**src/rtl/imem_line_fetch.sv**
```systemverilog
// Line-fill engine for the L1 instruction cache: fetches one 32-byte line as
// eight 32-bit beats from main memory and presents it as a single 256-bit word.
module imem_line_fetch #(
    parameter int TIMEOUT = 64
) (
    input  logic         CLK,
    input  logic         RESET,
    input  logic         req,
    input  logic [31:0]  req_addr,
    output logic [255:0] line_data,
    output logic         line_valid,
    output logic         busy,
    output logic         err,
    output logic         word_rd,
    output logic [31:0]  word_addr,
    input  logic [31:0]  word_data,
    input  logic         word_ack
);

    // Memory handshake: word_rd/word_addr are held steady until a cycle in
    // which word_ack is high; that cycle both accepts the read and returns data.

    typedef enum logic [1:0] {
        IDLE  = 2'd0,
        FETCH = 2'd1,
        DONE  = 2'd2
    } state_t;

    localparam logic [7:0] TIMEOUT_W = 8'(TIMEOUT);

    state_t         state_q, state_d;
    logic [31:0]    line_addr_q, line_addr_d;
    logic [2:0]     beat_q, beat_d;
    logic [7:0]     wait_q, wait_d;
    logic [255:0]   line_data_q, line_data_d;
    logic           line_valid_q, line_valid_d;
    logic           busy_q, busy_d;
    logic           err_q, err_d;
    logic           word_rd_q, word_rd_d;
    logic [31:0]    word_addr_q, word_addr_d;

    always_comb begin
        state_d      = state_q;
        line_addr_d  = line_addr_q;
        beat_d       = beat_q;
        wait_d       = wait_q;
        line_data_d  = line_data_q;
        line_valid_d = 1'b0;
        err_d        = 1'b0;
        word_rd_d    = word_rd_q;
        word_addr_d  = word_addr_q;

        case (state_q)
            IDLE: begin
                word_rd_d = 1'b0;
                if (req) begin
                    line_addr_d = {req_addr[31:5], 5'b0};
                    word_addr_d = {req_addr[31:5], 5'b0};
                    beat_d      = 3'd0;
                    wait_d      = 8'd0;
                    line_data_d = '0;
                    word_rd_d   = 1'b1;
                    state_d     = FETCH;
                end
            end

            FETCH: begin
                if (word_ack) begin
                    // Beat 0 lands in the most significant word of the line.
                    for (int k = 0; k < 8; k++) begin
                        if (beat_q == 3'(k)) begin
                            line_data_d[255 - 32*k -: 32] = word_data;
                        end
                    end
                    wait_d = 8'd0;
                    beat_d = beat_q + 3'd1;
                    if (beat_q == 3'd7) begin
                        word_rd_d    = 1'b0;
                        line_valid_d = 1'b1;
                        state_d      = DONE;
                    end else begin
                        word_addr_d = line_addr_q + {27'd0, beat_d, 2'b00};
                    end
                end else begin
                    wait_d = wait_q + 8'd1;
                    if (wait_d == TIMEOUT_W) begin
                        word_rd_d = 1'b0;
                        err_d     = 1'b1;
                        state_d   = IDLE;
                    end
                end
            end

            DONE: begin
                word_rd_d = 1'b0;
                state_d   = IDLE;
            end

            default: begin
                word_rd_d = 1'b0;
                state_d   = IDLE;
            end
        endcase

        busy_d = (state_d != IDLE);
    end

    always_ff @(posedge CLK) begin
        if (!RESET) begin
            state_q      <= IDLE;
            line_addr_q  <= '0;
            beat_q       <= '0;
            wait_q       <= '0;
            line_data_q  <= '0;
            line_valid_q <= 1'b0;
            busy_q       <= 1'b0;
            err_q        <= 1'b0;
            word_rd_q    <= 1'b0;
            word_addr_q  <= '0;
        end else begin
            state_q      <= state_d;
            line_addr_q  <= line_addr_d;
            beat_q       <= beat_d;
            wait_q       <= wait_d;
            line_data_q  <= line_data_d;
            line_valid_q <= line_valid_d;
            busy_q       <= busy_d;
            err_q        <= err_d;
            word_rd_q    <= word_rd_d;
            word_addr_q  <= word_addr_d;
        end
    end

    assign line_data  = line_data_q;
    assign line_valid = line_valid_q;
    assign busy       = busy_q;
    assign err        = err_q;
    assign word_rd    = word_rd_q;
    assign word_addr  = word_addr_q;

    a_valid_err_excl: assert property (@(posedge CLK) disable iff (!RESET)
        !(line_valid_q && err_q));

    a_rd_implies_busy: assert property (@(posedge CLK) disable iff (!RESET)
        word_rd_q |-> busy_q);

    a_addr_stable: assert property (@(posedge CLK) disable iff (!RESET)
        (word_rd_q && !word_ack) |=> $stable(word_addr_q));

endmodule

```
**config.mk**
```make
export PLATFORM = sky130hd
export DESIGN_NAME = imem_line_fetch
export DESIGN_NICKNAME = d
export VERILOG_FILES = /design/src/rtl/imem_line_fetch.sv
export SDC_FILE = /design/constraint.sdc
export NUM_CORES = 1
export LEC_CHECK = 0
export CORE_MARGIN = 4
export CORE_UTILIZATION = 35
export CTS_CLUSTER_SIZE = 14
export DETAILED_ROUTE_END_ITERATION = 16
export HOLD_SLACK_MARGIN = 0.08
export PLACE_DENSITY = 0.61
export SETUP_SLACK_MARGIN = 0.15
export SYNTH_ARGS = -nofsm -noshare
export SYNTH_HDL_FRONTEND = slang
export SYNTH_SLANG_ARGS = --single-unit
export TNS_END_PERCENT = 1
```
**constraint.sdc**
```tcl
create_clock -name CLK -period 2.3 [get_ports CLK]
set_clock_uncertainty 0.05 [all_clocks]
set_input_delay 0.46 -clock CLK [delete_from_list [all_inputs] [get_ports CLK]]
set_output_delay 0.46 -clock CLK [all_outputs]
set_load 0.05 [all_outputs]
```
==> summary.md <==
| Metric | Value |
|---|---|
| CTS Buffer Depth | `3` |
| H-Tree Depth | `2` |
| Critical path startpoint | `beat_q[0]` |
| Seq/Total Area, Yosys | `51.2%` |
| Area added between synthesis and finish | `48.4%` |
| Finished Layout Cells | `2183` |
| FF/Latch Area | `6610 sq um` |
| Mapped cell area | `12900 sq um` |
| Setup crit start kind | `register` |
| First-pass GRT wire length | `65000 um` |
| Least-Margin Pin Slew | `831 ps` |
| Outcome | `complete, no violations` |
| Worst path cell trace | `inv_1 -> ha_1 -> nand2_1 -> a21oi_4 -> a22oi_1 -> nor2b_1` |
| Period Utilization, post-route | `89.5%` |
| Clock root buffer | `clkbuf_16` |
| Reg clk slew, reported paths | `60 ps` |
| Kind of critical path | `reg -> reg` |
| Core ar. | `36500 sq um` |
| Post-route setup slack | `240 ps` |
| Number of synthesized flops with an enable pin | `0` |
| Detailed-route via count | `11100` |
| Gr ovfl total | `0` |
| Final ANT Viol Nets | `0` |
| Number of global-route vias before repair | `10800` |
| HP Class | `in -> reg` |
| IO buf count | `352` |
| Worst Setup End Kind | `register` |
| Worst rel slew slack | `44.5%` |
| Filler instances | `3290` |
| Max-slew violation count | `0` |
| TritonCTS clock tree | `done` |
| Post-Syn Instances | `1378` |
| I/O pin count | `360` |
| Cells after DPL | `2109` |
| Cell Pwr Density | `766 nW/um^2` |
| Global-route usage over all layers | `20.7%` |
| Die ar. | `40000 sq um` |
| Fmax | `486 MHz` |
| Routed len/inst | `21.1 um` |
| CP max stage delay | `750 ps` |
| Pin count of the biggest net entering global routing | `115` |
| Initial antenna violation count | `1` |
| Setup TNS | `0 ps` |
| WP data arrival | `2470 ps` |
| Slowest cell on crit path | `a21oi_4` |
| FF+latch count, synth | `330` |
| Final hold vios | `0` |
| CTS buffer count | `38` |
| Final net count | `1761` |
| Die W | `200 um` |
| Place WS | `-489 ps` |
| Row cnt | `70` |
| DIE HEIGHT | `200 um` |
| Leakage | `11.7 nW` |
| Min-delay src | `RESET` |
| Mean Syn Cell Area | `9.37 sq um` |
| Delay-heaviest family, CP | `compound AO/OA/AOI/OAI gates` |
| Max Cap Viol | `0` |
| Inserted Diodes | `0` |
| Initial DRC count | `610` |
| Largest fanout on the critical path | `16` |
| RSZ-0062 raised after global routing | `true` |
| Worst EP required | `2710 ps` |
| Gpl congestion | `0.838` |
| RR Startpoint | `beat_q[0]` |
| Final wirelength | `46100 um` |
| Min Clock Period, post-route | `2060 ps` |
| Main flop type after synthesis | `dfxtp_1` |
| Post-DP HPWL | `29600 um` |
| Drt drc | `0` |
| CTS Sinks | `330` |
| Hold WS | `263 ps` |
| 1st-pass router iterations | `5` |
| Synth unique cells | `42` |
| Post-Route Utilization | `52.4%` |
| Share of layout cells above drive strength 1 | `9.74%` |
| Yosys warns | `0` |
| WP buf/inv | `1` |
| Post-DR vias/cell | `5.07` |
| Multi-input logic area | `5770 sq um` |
| Clk_lat worst skew | `520 ps` |
| Asr flop ratio synth | `0%` |
| Initial Utilization | `35.3%` |
| Final setup violation count | `0` |
| Maximum VDD drop | `438 uV` |
[stage by stage]
stage / power, mW / instance area [sq um]
after floorplan: 7.84 / 12900
after global placement: 8.92 / 17100
after detailed placement: 8.94 / 17100
after CTS: 14.8 / 18300
after global routing: 15.2 / 19200
final: 14.7 / 19200
[power breakdown]
part	switching, mW	total, mW	leakage, nW	internal (mW)
Clock	2.38	5.82	0.600	3.44
Sequential	0.124	6.08	2.68	5.95
Combinational	1.82	2.78	8.38	0.968
[synth_stat cells, types with 3 or more instances]
library cell,n,area share [%]
a21boi_0,74,4.3
a21o_1,4,0.23
a21oi_1,7,0.27
a21oi_2,5,0.34
a22oi_1,213,12
and2_1,35,1.7
buf_2,57,2.2
buf_4,23,1.3
clkbuf_1,62,1.8
dfxtp_1,330,51
ha_1,7,0.68
inv_1,6,0.17
mux2i_1,8,0.62
nand2_1,204,5.9
nand2b_1,4,0.19
nand3_1,38,1.5
nor2_1,13,0.38
nor2_2,3,0.15
nor2b_1,222,11
o211a_1,27,2.1
o21ai_0,8,0.31
or3_1,4,0.19
[cell families (layout without fill, tap and decap cells)]
| group | Yosys count | in the layout | synth area share [%] |
|---|---|---|---|
| buffers and inverters | 152 | 484 | 5.78 |
| adders and majority gates | 7 | 7 | 0.678 |
| and+or+nand+nor | 534 | 536 | 21.4 |
| DFF | 330 | 330 | 51.2 |
| muxes | 8 | 8 | 0.620 |
| other | 1 | 2 | 0.0291 |
| AOI/OAI and AO/OA | 346 | 348 | 20.3 |
[repair_timing]
item | CTS | global route
hold buffers | 0 | 0
buffers inserted | 0 | 1
gates resized for setup | 3 | 320
cloned | 0 | 4
pin swaps | 0 | 2
setup endpoints to repair | 387 | 472
[cells in the final DEF, fill, tap and decap left out, types with 3 or more instances in the layout]
cell type / synthesis / final
a21boi_0: 74 / 74
nor2b_1: 222 / 221
or3_1: 4 / 4
clkbuf_16: 0 / 38
nor2_4: 0 / 4
clkinv_2: 0 / 7
nand2_1: 204 / 204
nor2_2: 3 / 3
inv_1: 6 / 6
a22oi_1: 213 / 213
nor2_1: 13 / 11
a21oi_1: 7 / 5
ha_1: 7 / 7
o211a_1: 27 / 27
dfxtp_1: 330 / 330
and2_1: 35 / 9
clkbuf_8: 0 / 8
dlygate4sd2_1: 0 / 3
clkdlybuf4s50_1: 0 / 61
nand3_1: 38 / 38
o21ai_0: 8 / 8
dlymetal6s2s_1: 0 / 285
a21o_1: 4 / 3
buf_12: 0 / 24
mux2i_1: 8 / 8
a21oi_4: 0 / 9
buf_4: 23 / 34
clkbuf_1: 62 / 11
and2_2: 0 / 25
[final timing paths]
path,slack (ps),depth (start not counted),endpoint
min reg2reg,410,2,line_data[248]
max reg2reg,240,6,line_data[170]
min,260,2,line_data[29]
max,240,6,line_data[170]
[sequential cells by signal, summed over array words and instances (netlist names)]
register,flops
beat_q,3
line_addr_q,27
line_valid,1
state_q,2
line_data,256
err,1
word_rd,1
wait_q,8
busy,1
word_addr,30
[layer usage]
metal	part of all wire, %	track usage, %	vias up
li1	-	-	5352
met1	44	27.1	5301
met2	46	33.7	347
met3	7.6	5.56	65
met4	2.6	6.47	0
met5	0	0	-
[worst reg2reg max path, cell delays in order (launching register included)]
cell,delay [ps]
dfxtp_1,350
inv_1,100
ha_1,190
nand2_1,230
a21oi_4,750
a22oi_1,210
nor2b_1,130
[layout make-up]
class	count	area share (%)
flip-flops and latches	330	34.5
inverters	6	0.118
repair buffers	409	25.9
well taps	468	3.06
clock inverters	12	0.562
multi-input cells	901	30.1
clock buffers	57	5.76
(Power assumes the default switching activity.)
==> RTL change, RTL diff (config.mk and constraints unchanged) <==
Encoding of `state_t`: now one-hot (3 bits for 3 states).
--- a/src/rtl/imem_line_fetch.sv
+++ b/src/rtl/imem_line_fetch.sv
@@ -21,8 +21,8 @@
     // which word_ack is high; that cycle both accepts the read and returns data.
 
-    typedef enum logic [1:0] {
-        IDLE  = 2'd0,
-        FETCH = 2'd1,
-        DONE  = 2'd2
+    typedef enum logic [2:0] {
+        IDLE  = 3'b001,
+        FETCH = 3'b010,
+        DONE  = 3'b100
     } state_t;
 
Check against the original RTL: no difference found for any inputs over 4 cycles, from zero or initial values and one cycle with RESET low; so few cycles prove little.
==> RTL change against the unedited design <==
  * Die area grew 3.9%
  * Synthesized cell count down 2.8%
  * Area after synthesis grew 4.0%
  * Sequential cell count increased by 1
  * Wire length fell by 12%
  * Sequential power fell by 3%
  * Sequential share of layout area fell by 0.76 points
  * Final cell count up 0.32%
  * Total power fell by 6.9%
  * Design area grew 2.6%
  * Clock power rose by 3%
  * Worst setup slack better by 0.086 ns
==> RTL change: results (changes against the unedited design) <==
* Post-synth cell types at 47 (+12%)
* Multi-input gate share of total cell area at 31.8% (+1.7 points)
* Global-route wire length before repair at 61.2 mm (-5.8%)
* HPWL after DPL at 27.7 mm (-6.3%)
* Adder-cell share of the synthesized area at 0.652% (-0.026 points)
* Comb_multi_in at 879 (-2.4%)
* Largest stage delay, worst path at 0.59 ns (-0.16 ns)
* Largest register FFs at 256 (unchanged)
* GP Congestion at 0.829 (-1.1%)
* Sw Pwr at 3.51 mW (-19%)
* Most frequent cells after synthesis: 331 x dfxtp_1, 235 x nor2b_1, 226 x mux2i_1
* DR iter-0 viols at 443 (-27%)
* Post-synthesis compound-gate area fraction at 7.92% (-12 points)
* GRT Util Overall at 18.5% (-2.2 points)
* Max VDD drop at 0.000598 V (+36%)
* Met2 Use GR at 29.5% (-4.2 points)
* M3 GR Usage at 6.11% (+0.55 points)
* Storage cell area at 0.00663 mm² (+0.32%)
* Clock network area share at 6.36% (+0.044 points)
* Sequential share of power at 43.2% (+1.8 points)
* Register area share after synthesis at 49.3% (-1.8 points)
* Met2 WL at 18.6 mm (-13%)
* Via density at 4.66 (-8.1%)
* Outcome: completed
* CP max FO at 2 (-14)
* Fill cells at 3392 (+3.1%)
* Routed Wire Length at 40.6 mm (-12%)
* Largest net degree at the start of global routing at 83 (-28%)
* Inverters excl. clock at 3 (-3)
* Crit path arrival time at 1.46 ns (-1.01 ns)
* Switching Share at 25.7% (-3.7 points)
* Ranking of synthesized cells by area: dfxtp_1 49%, mux2i_1 17%, nor2b_1 11%
* Number of global-route vias before repair at 10200 (-5.7%)
* Post-synthesis mux area share at 16.8% (+16 points)
* Post-cts resize count at 2 (-1)
* FFs & Latches at 331 (+0.30%)
* Clkbuf count at 51 (-11%)
* Lkg Pwr at 12.6 nW (+8.2%)
* M1 wire length at 17.6 mm (-13%)
* Relative slew slack at 58.7% (+14 points)
* Signal buffers share of area at 24.8% (-1.2 points)
* Non-Clock Buffer Count at 398 (-2.7%)
* Share of post-route cells with drive strength above 1 at 7.39% (-2.4 points)
* Clk network pwr share at 43.9% (+4.3 points)
* DR WL met3 at 3.14 mm (-10%)
* Global routing usage on met1 at 23.9% (-3.2 points)
* CP max stage cell: dlygate4sd2_1
* Top Family by Delay on Critical Path: buffers and inverters
* Nets at 1726 (-2.0%)
[RTL change: changes by cell type after synthesis, sizes merged, moves of 4 or more]
cell    unedited run  this run
a21boi            75        64
a21oi             12         6
a22oi            213         6
a31oi              1         5
buf               82        46
clkbuf            64        81
mux2i              8       226
nand2            204       180
nand3             38        32
nor2              16        11
nor2b            222       235
nor3               1         6
or3                4         0
[RTL change: final timing paths]
path                  start        endpoint  slack, ns  cells after the start
min reg2reg  line_data[148]  line_data[148]       0.40                      2
max          line_data[145]  line_data[145]       0.33                      1
max reg2reg      state_q[1]       wait_q[5]       0.33                      5
min                   RESET  line_data[163]       0.31                      2
[RTL change: through the flow]
stage                     setup TNS, ns  cell area [µm²]  setup WS, ns  instances
after floorplan                       0            13400         0.400       1340
after global placement            -5.65            17700       -0.0536       2122
after detailed placement          -3.53            17700       -0.0614       2122
after CTS                             0            18900        0.0133       2190
after global routing                  0            19600         0.180       2190
final                                 0            19600         0.326       2190
